$ cat src/rtl/vector_to_angle.sv
// Maps a signed (DX, DY) vector to the nearest of 45 heading indices (8 deg steps)
// by scanning the sinCos direction table and keeping the index with the largest dot product.
module vector_to_angle #(
  parameter int VEC_W = 10,
  parameter int ACC_W = 18
) (
  input  logic                    Clk,
  input  logic                    Reset_n,
  input  logic                    Start,
  input  logic signed [VEC_W-1:0] DX,
  input  logic signed [VEC_W-1:0] DY,
  output logic                    Busy,
  output logic                    Done,
  output logic [5:0]              AngleO
);

  localparam logic [0:0] IDLE = 1'b0;
  localparam logic [0:0] SCAN = 1'b1;
  localparam logic [5:0] LAST_IDX = 6'd44;

  logic [0:0]              state;
  logic [5:0]              idx;
  logic [5:0]              bestIdx;
  logic signed [ACC_W-1:0] best;
  logic signed [VEC_W-1:0] dxR;
  logic signed [VEC_W-1:0] dyR;
  logic [4:0]              cosMag;
  logic [4:0]              sinMag;
  logic signed [5:0]       cosTerm;
  logic signed [5:0]       sinTerm;
  logic signed [ACC_W-1:0] dot;
  logic                    takeIdx;

  function automatic logic signed [ACC_W-1:0] dotTerm(
    input logic signed [5:0]       c,
    input logic signed [5:0]       s,
    input logic signed [VEC_W-1:0] x,
    input logic signed [VEC_W-1:0] y
  );
    logic signed [VEC_W+5:0] pc;
    logic signed [VEC_W+5:0] ps;
    pc = (VEC_W+6)'(c) * (VEC_W+6)'(x);
    ps = (VEC_W+6)'(s) * (VEC_W+6)'(y);
    return ACC_W'(pc) + ACC_W'(ps);
  endfunction

  sinCos uTable (
    .Angle  (idx),
    .CosMag (cosMag),
    .SinMag (sinMag)
  );

  // Table holds magnitudes only; quadrant signs are restored from the index.
  always_comb begin
    cosTerm = $signed({1'b0, cosMag});
    sinTerm = $signed({1'b0, sinMag});
    if (idx >= 6'd12 && idx <= 6'd33) cosTerm = -$signed({1'b0, cosMag});
    if (idx >= 6'd23)                 sinTerm = -$signed({1'b0, sinMag});
    dot     = dotTerm(cosTerm, sinTerm, dxR, dyR);
    takeIdx = (idx == 6'd0) || (dot > best);
  end

  assign Busy = (state == SCAN);

  always_ff @(posedge Clk or negedge Reset_n) begin
    if (!Reset_n) begin
      state   <= IDLE;
      Done    <= 1'b0;
      AngleO  <= 6'd0;
      idx     <= 6'd0;
      bestIdx <= 6'd0;
      best    <= '0;
      dxR     <= '0;
      dyR     <= '0;
    end else begin
      Done <= 1'b0;
      case (state)
        IDLE: begin
          if (Start) begin
            dxR   <= DX;
            dyR   <= DY;
            idx   <= 6'd0;
            state <= SCAN;
          end
        end
        SCAN: begin
          if (takeIdx) begin
            best    <= dot;
            bestIdx <= idx;
          end
          // The last candidate must be folded in combinationally, its register update lands too late.
          if (idx == LAST_IDX) begin
            AngleO <= takeIdx ? idx : bestIdx;
            Done   <= 1'b1;
            state  <= IDLE;
            idx    <= 6'd0;
          end else begin
            idx <= idx + 6'd1;
          end
        end
        default: state <= IDLE;
      endcase
    end
  end

endmodule

// Direction table: round(16*|cos|) and round(16*|sin|) for angle index * 8 deg.
module sinCos (
  input  logic [5:0] Angle,
  output logic [4:0] CosMag,
  output logic [4:0] SinMag
);

  logic [9:0] cs;

  always_comb begin
    case (Angle)
      6'd0:  cs = {5'd16, 5'd0};
      6'd1:  cs = {5'd16, 5'd2};
      6'd2:  cs = {5'd15, 5'd4};
      6'd3:  cs = {5'd15, 5'd7};
      6'd4:  cs = {5'd14, 5'd8};
      6'd5:  cs = {5'd12, 5'd10};
      6'd6:  cs = {5'd11, 5'd12};
      6'd7:  cs = {5'd9,  5'd13};
      6'd8:  cs = {5'd7,  5'd14};
      6'd9:  cs = {5'd5,  5'd15};
      6'd10: cs = {5'd3,  5'd16};
      6'd11: cs = {5'd1,  5'd16};
      6'd12: cs = {5'd2,  5'd16};
      6'd13: cs = {5'd4,  5'd16};
      6'd14: cs = {5'd6,  5'd15};
      6'd15: cs = {5'd8,  5'd14};
      6'd16: cs = {5'd10, 5'd13};
      6'd17: cs = {5'd12, 5'd11};
      6'd18: cs = {5'd13, 5'd9};
      6'd19: cs = {5'd14, 5'd8};
      6'd20: cs = {5'd15, 5'd5};
      6'd21: cs = {5'd16, 5'd3};
      6'd22: cs = {5'd16, 5'd1};
      6'd23: cs = {5'd16, 5'd1};
      6'd24: cs = {5'd16, 5'd3};
      6'd25: cs = {5'd15, 5'd5};
      6'd26: cs = {5'd14, 5'd8};
      6'd27: cs = {5'd13, 5'd9};
      6'd28: cs = {5'd12, 5'd11};
      6'd29: cs = {5'd10, 5'd13};
      6'd30: cs = {5'd8,  5'd14};
      6'd31: cs = {5'd6,  5'd15};
      6'd32: cs = {5'd4,  5'd16};
      6'd33: cs = {5'd2,  5'd16};
      6'd34: cs = {5'd1,  5'd16};
      6'd35: cs = {5'd3,  5'd16};
      6'd36: cs = {5'd5,  5'd15};
      6'd37: cs = {5'd7,  5'd14};
      6'd38: cs = {5'd9,  5'd13};
      6'd39: cs = {5'd11, 5'd12};
      6'd40: cs = {5'd12, 5'd10};
      6'd41: cs = {5'd14, 5'd8};
      6'd42: cs = {5'd15, 5'd7};
      6'd43: cs = {5'd15, 5'd4};
      6'd44: cs = {5'd16, 5'd2};
      default: cs = 10'd0;
    endcase
    CosMag = cs[9:5];
    SinMag = cs[4:0];
  end

endmodule
$ cat config.mk
export PLATFORM = sky130hd
export DESIGN_NAME = vector_to_angle
export DESIGN_NICKNAME = d
export VERILOG_FILES = /design/src/rtl/vector_to_angle.sv
export SDC_FILE = /design/constraint.sdc
export NUM_CORES = 1
export LEC_CHECK = 0
export CORE_MARGIN = 5
export CORE_UTILIZATION = 40
export DETAILED_ROUTE_END_ITERATION = 16
export GPL_TIMING_DRIVEN = 0
export MAX_ROUTING_LAYER = met4
export PLACE_DENSITY = 0.67
export SLEW_MARGIN = 5
export SYNTH_ARGS = -nofsm -noshare
export SYNTH_HDL_FRONTEND = slang
export SYNTH_HIERARCHICAL = 1
export SYNTH_SLANG_ARGS = --single-unit
$ cat constraint.sdc
create_clock -name Clk -period 12.1 [get_ports Clk]
set_input_delay 3.025 -clock Clk [delete_from_list [all_inputs] [get_ports Clk]]
set_output_delay 3.025 -clock Clk [all_outputs]
set_load 0.02 [all_outputs]
==> flow_summary_export.csv <==
group,metric,value,unit
run_status,outcome,"finished, final reports clean",
yosys,yosysWarnings,6,
final_layout,fin_area,9279,µm²
route,final_antenna_net_count,0,
die,die_y,154.4,µm
critical_path,worst_path_max_delay_cell,"xor2_1",
power,comb_power_share,71.2,%
yosys,synth-simple-area-share,14.38,%
global_route,grt_pass1_wl,31800,µm
global_route,antenna_found_initial,0,
critical_path,arrival,10530,ps
clock_network,cts_sinks,57,
clock_network,cts_buffer_depth,2,
power,intPower,1.014,mW
clock_network,ctsResizeCount,0,
worst_hold_path,hold_path.class,"reg2reg",
final_layout,antenna_cells,0,
yosys,synth-seq-cells,57,
clock_network,root_buffer,"clkbuf_16",
clock_network,hold_buffers,0,
power,peakVddDrop,0.0001079,V
place,hpwl,14700,µm
worst_hold_path,min_to,"AngleO[4]",
timing,period_minus_slack,10310,ps
die,design.die.area,23830,µm²
critical_path,r2r-start,"idx[0]",
critical_path,worst_ep_required_time,12310,ps
critical_path,r2r_slack,1790,ps
place,portBuffers,30,
route,avgRoutedWirePerCell,15.26,µm
place,gp_congestion,0.8914,
run,drv_cap,0,
critical_path,crit_fanout,17,
yosys,synth_top_family_by_area,"adder cells",
yosys,synth-xor-area-share,3.272,%
power,p_leak,4.615,nW
critical_path,path_class,"reg2reg",
power,seqPwrFrac,14.4,%
timing,period_share,85.24,%
route,routed_via_density,5.077,
route,dr.pass1.iters,5,
timing,slew_headroom,36.33,%
clock_network,path_clk_slew,60,ps
yosys,syn_avg_cell_area,9.376,µm²
critical_path,startpoint_type,"flip-flop",
global_route,grt_start_max_net_pins,58,
die,core,20360,µm²
yosys,ys_seq_area_share,17.11,%
final_layout,register_area,1426,µm²
global_route,grt_pass1_vias,6493,
die,rows,52,
critical_path,cp.buffers_inverters,8,
yosys,yosys.area_share.adder,40.26,%
power,sw_frac_of_total,46.50,%
yosys,muxShareOfSynthArea,4.533,%
yosys,synthesis.nets,1113,
timing,hold_viol,0,
power,p_sw,0.8813,mW
route,wl,18380,µm
timing,finalSetupViolations,0,
yosys,syn-instance-count,889,
critical_path,crit_top_cell,"fa_1",
final_layout,multiInputGateArea,6111,µm²
route,vias,6118,
die,start_util,40.93,%
final_layout,drive_above_1_share,9.091,%
critical_path,critPathMaxStageDelay,750,ps
timing,final-max-slew-violation-count,0,
timing,skew,10.75,ps
final_layout,syn_to_final_growth,11.32,%
yosys,synth_flop_cell,"dfrtp_1",
timing,fin_setup_tns,0,ps
yosys,synth_compound_area_share,10.87,%
timing,grt_setup_unrepaired,"no",
critical_path,ff2ff_path_depth,37,
final_layout,final_common_cell,"inv_1",
final_layout,nNetsFinal,1154,
timing,tightest_slew,955.0,ps
timing,fmax,0.09696,GHz
final_layout,fill_cells,1951,
clock_network,cts_setup_buffers,0,
clock_network,cts_made_buffers,9,
route,drtIter0Drc,302,
worst_hold_path,hp-start,"AngleO[4]",
worst_hold_path,holdPathStages,2,
die,pin_count,31,
yosys,async_flop_share,100.0,%
critical_path,endpoint_kind,"flip-flop",
yosys,synth.distinct_cells,68,
global_route,grt-ovfl-total,0,
route,drc,0,
yosys,netlist_area,8335,µm²
die,die_x,154.4,µm
power,power_per_cell_area,204.3,nW/µm²
clock_network,cts_tree,"yes",
yosys,synth-edff-count,0,
final_layout,final_cell_mix,"inv_1 (175), fa_1 (112), nand2_1 (98), ha_1 (89), dfrtp_1 (57)",
critical_path,critical-path-top-delay-family,"adder cells",
power,p_clk_share,14.4,%
clock_network,cts_max_level,3,
critical_path,rr_endpoint,"best[4]",
clock_network,clk_latency,350,ps
global_route,gr-usage-all-layers,16.80,%
place,placed_area,8971,µm²
[registers in the layout, summed over array words and instances (netlist names)]
signal	count
best	17
AngleO	6
dxR	10
bestIdx	6
dyR	10
Done	1
Busy	1
idx	6
[metal layers]
layer / wire length, µm / vias to the layer above / GRT usage [%]
li1: - / 2926 / -
met1: 8484 / 3047 / 21.83
met2: 8774 / 116 / 27.31
met3: 633 / 29 / 2.263
met4: 492 / 0 / 5.509
met5: 0 / - / -
[synthesized netlist by cell type, types with 3 or more instances]
library cell | n | area, µm²
nand3_1 | 7 | 35.03
a31oi_1 | 6 | 37.54
o21ai_1 | 21 | 105.1
nor2_1 | 32 | 120.1
mux2_2 | 22 | 247.7
xor2_1 | 5 | 43.79
nand4_1 | 6 | 37.54
nor2b_1 | 9 | 56.30
and2_1 | 44 | 275.3
clkbuf_1 | 9 | 33.78
or2_1 | 6 | 37.54
nand2b_1 | 10 | 62.56
inv_2 | 3 | 11.26
nand3b_1 | 3 | 22.52
nand2_1 | 98 | 367.9
or2_2 | 9 | 56.30
buf_2 | 5 | 25.02
nor3_1 | 8 | 40.04
mux2_4 | 8 | 120.1
a21oi_1 | 27 | 135.1
dfrtp_1 | 57 | 1426
o311ai_1 | 3 | 26.28
fa_1 | 112 | 2242
a221oi_1 | 4 | 35.03
inv_1 | 175 | 656.9
o22a_1 | 3 | 26.28
buf_6 | 5 | 56.30
o21ai_0 | 18 | 90.09
ha_1 | 89 | 1114
xnor2_1 | 18 | 157.7
a21o_1 | 13 | 97.59
o31ai_1 | 7 | 52.55
[metrics by stage]
| step | power (mW) | std cells | setup slack (ps) | hold slack, ps | util [%] |
|---|---|---|---|---|---|
| 2_1_floorplan | 1.320 | 889 | 3589 | 460.2 | - |
| 3_3_place_gp | 1.593 | 1189 | 1977 | 470.9 | 44.06 |
| 3_5_place_dp | 1.625 | 1189 | 1862 | 475.3 | 44.05 |
| 4_1_cts | 1.919 | 1205 | 1821 | 506.0 | 45.56 |
| 5_1_grt | 2.088 | 1205 | 1110 | 519.6 | 45.56 |
| 6_report | 1.895 | 1205 | 1786 | 494.4 | 45.56 |
[worst max path at each step]
stage          startpoint         end  slack [ps]  cells after the start
2_1_floorplan      idx[0]  bestIdx[2]        3590                     36
3_3_place_gp       idx[0]     best[4]        1980                     37
3_5_place_dp       idx[0]  bestIdx[0]        1860                     37
4_1_cts            idx[0]     best[4]        1820                     37
5_1_grt            idx[0]  bestIdx[1]        1110                     37
6_report           idx[0]     best[4]        1790                     37
[cell type report]
class / instances / share of cell area (%)
multi-input combinational: 633 / 65.86
sequential: 57 / 15.37
inverter: 178 / 7.201
tap: 270 / 3.641
timing repair buffer: 30 / 3.209
clock buffer: 9 / 2.427
buffer: 21 / 1.402
clock inverter: 7 / 0.8900
[tightest hold or removal path, cell delays in order (launching register included)]
cell and delay (ps):
dfrtp_1 340, nand2_1 50, o21ai_0 60
[power by group through the flow]
stage	registers (mW)	clock network (mW)	logic, mW
3_3_place_gp	0.275	0	1.32
4_1_cts	0.274	0.280	1.37
2_1_floorplan	0.270	0	1.05
6_report	0.273	0.272	1.35
5_1_grt	0.279	0.285	1.52
3_5_place_dp	0.277	0	1.35
[kinds of logic after synthesis]
logic type                 Yosys count
and+or+nand+nor                    243
DFF                                 57
xor gates and xnor gates            26
muxes                               31
AOI/OAI and AO/OA                  132
buffers and inverters              199
adders and majority gates          201
Note: power is estimated with default switching activity, not from simulation.
==> RTL change 1: new RTL, same flow settings <==
Set the parameter `VEC_W` to 20 (it was 10).
--- a/src/rtl/vector_to_angle.sv
+++ b/src/rtl/vector_to_angle.sv
@@ -3,3 +3,3 @@
 module vector_to_angle #(
-  parameter int VEC_W = 10,
+  parameter int VEC_W = 20,
   parameter int ACC_W = 18
Ports: changed (resized DX and DY); port bits go from 31 to 51. No check against the original RTL was run, so the function may have changed too.
==> RTL change 1 against the unedited design <==
- non-clock buffer count rose by 29
- synthesized area increased by 18%
- routed wire length rose by 18%
- sequential cell count is 17 higher
- setup slack worse by 1.1 ns
- final area is 19% higher
- synthesized cell count up 13%
- total power up 2.5%
- critical path type unchanged
- largest power group unchanged
- highest routed layer unchanged
==> RTL change 1: results (changes against the unedited design) <==
[status]
status=finished clean  ; unchanged

[pwr]
intPower_w=0.00111  ; was 0.00101 W
p_leak_nw=5.17  ; was 4.61 nW
swShare=0.429  ; was 0.465

[worst_hold_path]
hold_depth=1  ; was 2

[synthesis]
synth_commonest_cells=157 x inv_1, 134 x fa_1, 106 x nand2_1  ; was 175 x inv_1, 112 x fa_1, 98 x nand2_1
synth_area_per_cell_um2=9.78  ; was 9.38 um^2
synth.distinct_cells=65  ; was 68
synth_seq_area_share=0.189  ; was 0.171
syn-num-nets=1273  ; was 1113
synth.area.top_cells=fa_1 27%, dfrtp_1 19%, ha_1 12%  ; was fa_1 27%, dfrtp_1 17%, ha_1 13%

[placed_design]
gp_congestion=0.890  ; was 0.891
place_area_um2=10700  ; was 8970 um^2
portBuffers=46  ; was 30
place_inst=1373  ; was 1189
place_hpwl_um=17500  ; was 14700 um
place_ws_ns=-0.906  ; was 1.86 ns

[grt]
grt_use_met1=0.223  ; was 0.218
first_global_vias=7432  ; was 6493
grt_max_degree=49  ; was 58
gr-usage-all-layers=0.169  ; was 0.168
grt_pass1_wl_um=37400  ; was 31800 um

[finish]
drive_gt1_frac=0.111  ; was 0.0909
syn_to_final_growth_pct=12.6  ; was 11.3%
fillers=2354  ; was 1951

[critical_path]
crit_arrival_ns=11.62  ; was 10.53 ns
rr_worst_depth=41  ; was 37
cpPeakStageDelay_ns=0.63  ; was 0.75 ns
slowest_stage=dfrtp_1  ; was xor2_1

[sta]
tightest_slew_ns=0.847  ; was 0.955 ns
clock_skew_ns=0.00903  ; was 0.0108 ns

[route]
met1_length_um=9650  ; was 8480 um
wl_um=21700  ; was 18400 um

-- RTL change 1: cell types whose count changed in the layout (fill, tap and decap cells not counted), moves of 10 or more --
cell             unedited run  this run
mux2_2                     22        62
fa_1                      112       134
nor2b_1                     9        31
inv_1                     175       157
o21ai_1                    21         3
clkdlybuf4s50_1            29        45
dfrtp_1                    57        72
nand2b_1                   10        23
nor2_1                     32        45
and2_1                     44        54
-- RTL change 1: final cells by class --
type | count | share of cell area
multi-input combinational | 736 | 0.655
sequential | 74 | 0.168
inverter | 159 | 0.0541
timing repair buffer | 47 | 0.0440
tap | 324 | 0.0367
clock buffer | 9 | 0.0204
buffer | 33 | 0.0155
clock inverter | 6 | 0.00612
antenna | 1 | 0.000227
-- RTL change 1: worst paths after layout --
path	start	to	slack, ns
min	best[12]$_DFFE_PN0P_	best[12]$_DFFE_PN0P_	0.50
max in group asynchronous	Reset_n	idx[1]$_DFFE_PN0P_	8.92
min in group asynchronous	Reset_n	best[5]$_DFFE_PN0P_	2.60
max	idx[2]$_DFFE_PN0P_	best[9]$_DFFE_PN0P_	0.71
max reg2reg	idx[2]$_DFFE_PN0P_	best[9]$_DFFE_PN0P_	0.71
min reg2reg	best[12]$_DFFE_PN0P_	best[12]$_DFFE_PN0P_	0.50
-- RTL change 1: kinds of logic after synthesis --
family          after synthesis  synth area share
mux                          66            0.0758
fa+ha+maj                   228             0.394
xor+xnor                     39            0.0398
simple gates                301             0.154
compound gates              102            0.0708
buf+inv                     192            0.0774
flops                        74             0.189
-- RTL change 1: repair_timing --
action	CTS	global route
gates resized for setup	6	15
pin swaps	0	0
setup endpoints to repair	26	30
==> RTL change 2: new RTL, same settings <==
Made on the original files. Reset style: synchronous (`Reset_n`), changed in one clocked block.
--- a/src/rtl/vector_to_angle.sv
+++ b/src/rtl/vector_to_angle.sv
@@ -64,3 +64,3 @@
 
-  always_ff @(posedge Clk or negedge Reset_n) begin
+  always_ff @(posedge Clk) begin
     if (!Reset_n) begin
Check against the original RTL: differs if Reset_n is asserted again (counterexample within 4 cycles, from zero or initial values and one cycle with Reset_n low); with Reset_n held inactive, the same outputs for 10 cycles.
==> RTL change 2 against the unedited design <==
- setup slack got worse by 0.91 ns
- routed wire length is 1.5% higher
- maximum frequency fell by 8.1%
- final area shrank 3.0%
- synthesized area down 3.1%
- first-iteration DRC count grew 40%
- sequential cell count did not move
- critical path type unchanged
- largest cell class unchanged
- highest routed layer unchanged
Power is not compared: it rests on default switching activity, and its combinational part moved more than twofold at a synthesized area within 25%.
==> RTL change 2: results (changes against the unedited design) <==
[status]
status=finished clean  ; unchanged

[finish]
inv_count=155  ; was 178
n_antenna_cell=0  ; unchanged
multi_input_cells=692  ; was 633
clk_share=0.0342  ; was 0.0332
fin_area_um2=9000  ; was 9280 um^2
multi_input_area_share=0.689  ; was 0.659
seqCellArea_um2=1140  ; was 1430 um^2
final_net_count=1198  ; was 1154
largestRegisters=best x17, dxR x10, dyR x10  ; unchanged
fillers=1989  ; was 1951
signal_buffers=59  ; was 51
buf_share=0.0475  ; was 0.0461
drive_gt1_frac=0.0511  ; was 0.0909
utilization=0.449  ; was 0.456

[worst_hold_path]
hold_depth=2  ; unchanged
hold_end=best[8]$_SDFFE_PN0P_  ; was AngleO[4]$_DFFE_PN0P_
min-delay-start=best[8]$_SDFFE_PN0P_  ; was AngleO[4]$_DFFE_PN0P_

[synthesis]
synth_seq_area_share=0.141  ; was 0.171
async_flop_share=0  ; was 1.00
synth.distinct_cells=62  ; was 68
synth_flop_cell=dfxtp_1  ; was dfrtp_1
synth.area.top_cells=fa_1 28%, dfxtp_1 14%, ha_1 14%  ; was fa_1 27%, dfrtp_1 17%, ha_1 13%
synth_commonest_cells=154 x inv_1, 112 x fa_1, 107 x nand2_1  ; was 175 x inv_1, 112 x fa_1, 98 x nand2_1
postSynthCellCount=935  ; was 889

[sta]
clock_skew_ns=0.00957  ; was 0.0108 ns
fin_hold_ws_ns=0.454  ; was 0.494 ns
slew_headroom=0.333  ; was 0.363

[pwr]
p_leak_nw=4.25
intPower_w=0.000419

[critical_path]
path_max_fanout=16  ; was 17
slowest_stage=xnor2_1  ; was xor2_1
r2r_end=best[11]$_SDFFE_PN0P_  ; was best[4]$_DFFE_PN0P_
rr_worst_depth=38  ; was 37
rr_startpoint=idx[1]$_SDFFE_PN0P_  ; was idx[0]$_DFFE_PN0P_
crit_arrival_ns=11.44  ; was 10.53 ns
cpPeakStageDelay_ns=0.71  ; was 0.75 ns

[grt]
grt_max_degree=17  ; was 58
first_global_vias=6545  ; was 6493
globalRoute.totalOverflow=0  ; unchanged
grt_pass1_wl_um=32600  ; was 31800 um
gr-usage-all-layers=0.175  ; was 0.168

[route]
routed_via_density=5.05  ; was 5.08
dr.pass1.iters=5  ; unchanged
num_vias=6306  ; was 6118
drt_iter0_markers=422  ; was 302
drt-wirelength-per-cell_um=14.9  ; was 15.3 um

[clock_tree]
cts_setup_buffers=0  ; unchanged
clkSlewWorstSetupHoldPaths_ns=0.07

[placed_design]
portBuffers=28  ; was 30
gp_congestion=0.921  ; was 0.891
place_ws_ns=1.01  ; was 1.86 ns
place_hpwl_um=15300  ; was 14700 um
place_area_um2=8700  ; was 8970 um^2

==> RTL change 2: cell types whose count changed after synthesis, sizes merged, moves of 19 or more <==
cell and delta:
mux2i +23, mux2 -28, nor2b +19, dfrtp -57, dfxtp +57, a21oi +33
inv -23, nor2 +31
==> RTL change 2: power groups by stage <==
stage / Clock (W) / Sequential (W) / Combinational (W)
after global routing: 0.000289 / 0.000207 / 0.000161
final: 0.000276 / 0.000206 / 0.000142
after CTS: 0.000281 / 0.000205 / 0.000143
after detailed placement: 0 / 0.000210 / 0.000141
after global placement: 0 / 0.000210 / 0.000139
after floorplan: 0 / 0.000206 / 0.000104
==> RTL change 2: kinds of logic (layout without fill, tap and decap cells) <==
group,count (synthesis),count (layout),synth area share
AO/OA/AOI/OAI,137,137,0.109
adder cells (fa/ha/maj),201,201,0.415
buffers and inverters,186,230,0.0903
flip-flops,57,57,0.141
AND/OR/NAND/NOR,301,301,0.180
multiplexers,26,26,0.0325
XOR/XNOR,27,27,0.0311
==> RTL change 2: metal layers <==
layer | track usage | wire, um
met1 | 0.243 | 8940
met2 | 0.268 | 8520
met3 | 0.0299 | 955
met5 | - | 0
met4 | 0.0402 | 242
==> RTL change 2: worst max path at each step <==
stage | startpoint | end | slack (ns)
global placement | idx[1]$_SDFFE_PN0P_ | best[10]$_SDFFE_PN0P_ | 1.12
global route | idx[1]$_SDFFE_PN0P_ | best[11]$_SDFFE_PN0P_ | 0.09
detailed placement | idx[1]$_SDFFE_PN0P_ | best[11]$_SDFFE_PN0P_ | 1.01
floorplan | idx[1]$_SDFFE_PN0P_ | bestIdx[1]$_SDFFE_PN0P_ | 2.72
finish | idx[1]$_SDFFE_PN0P_ | best[11]$_SDFFE_PN0P_ | 0.88
CTS | idx[1]$_SDFFE_PN0P_ | best[11]$_SDFFE_PN0P_ | 0.91
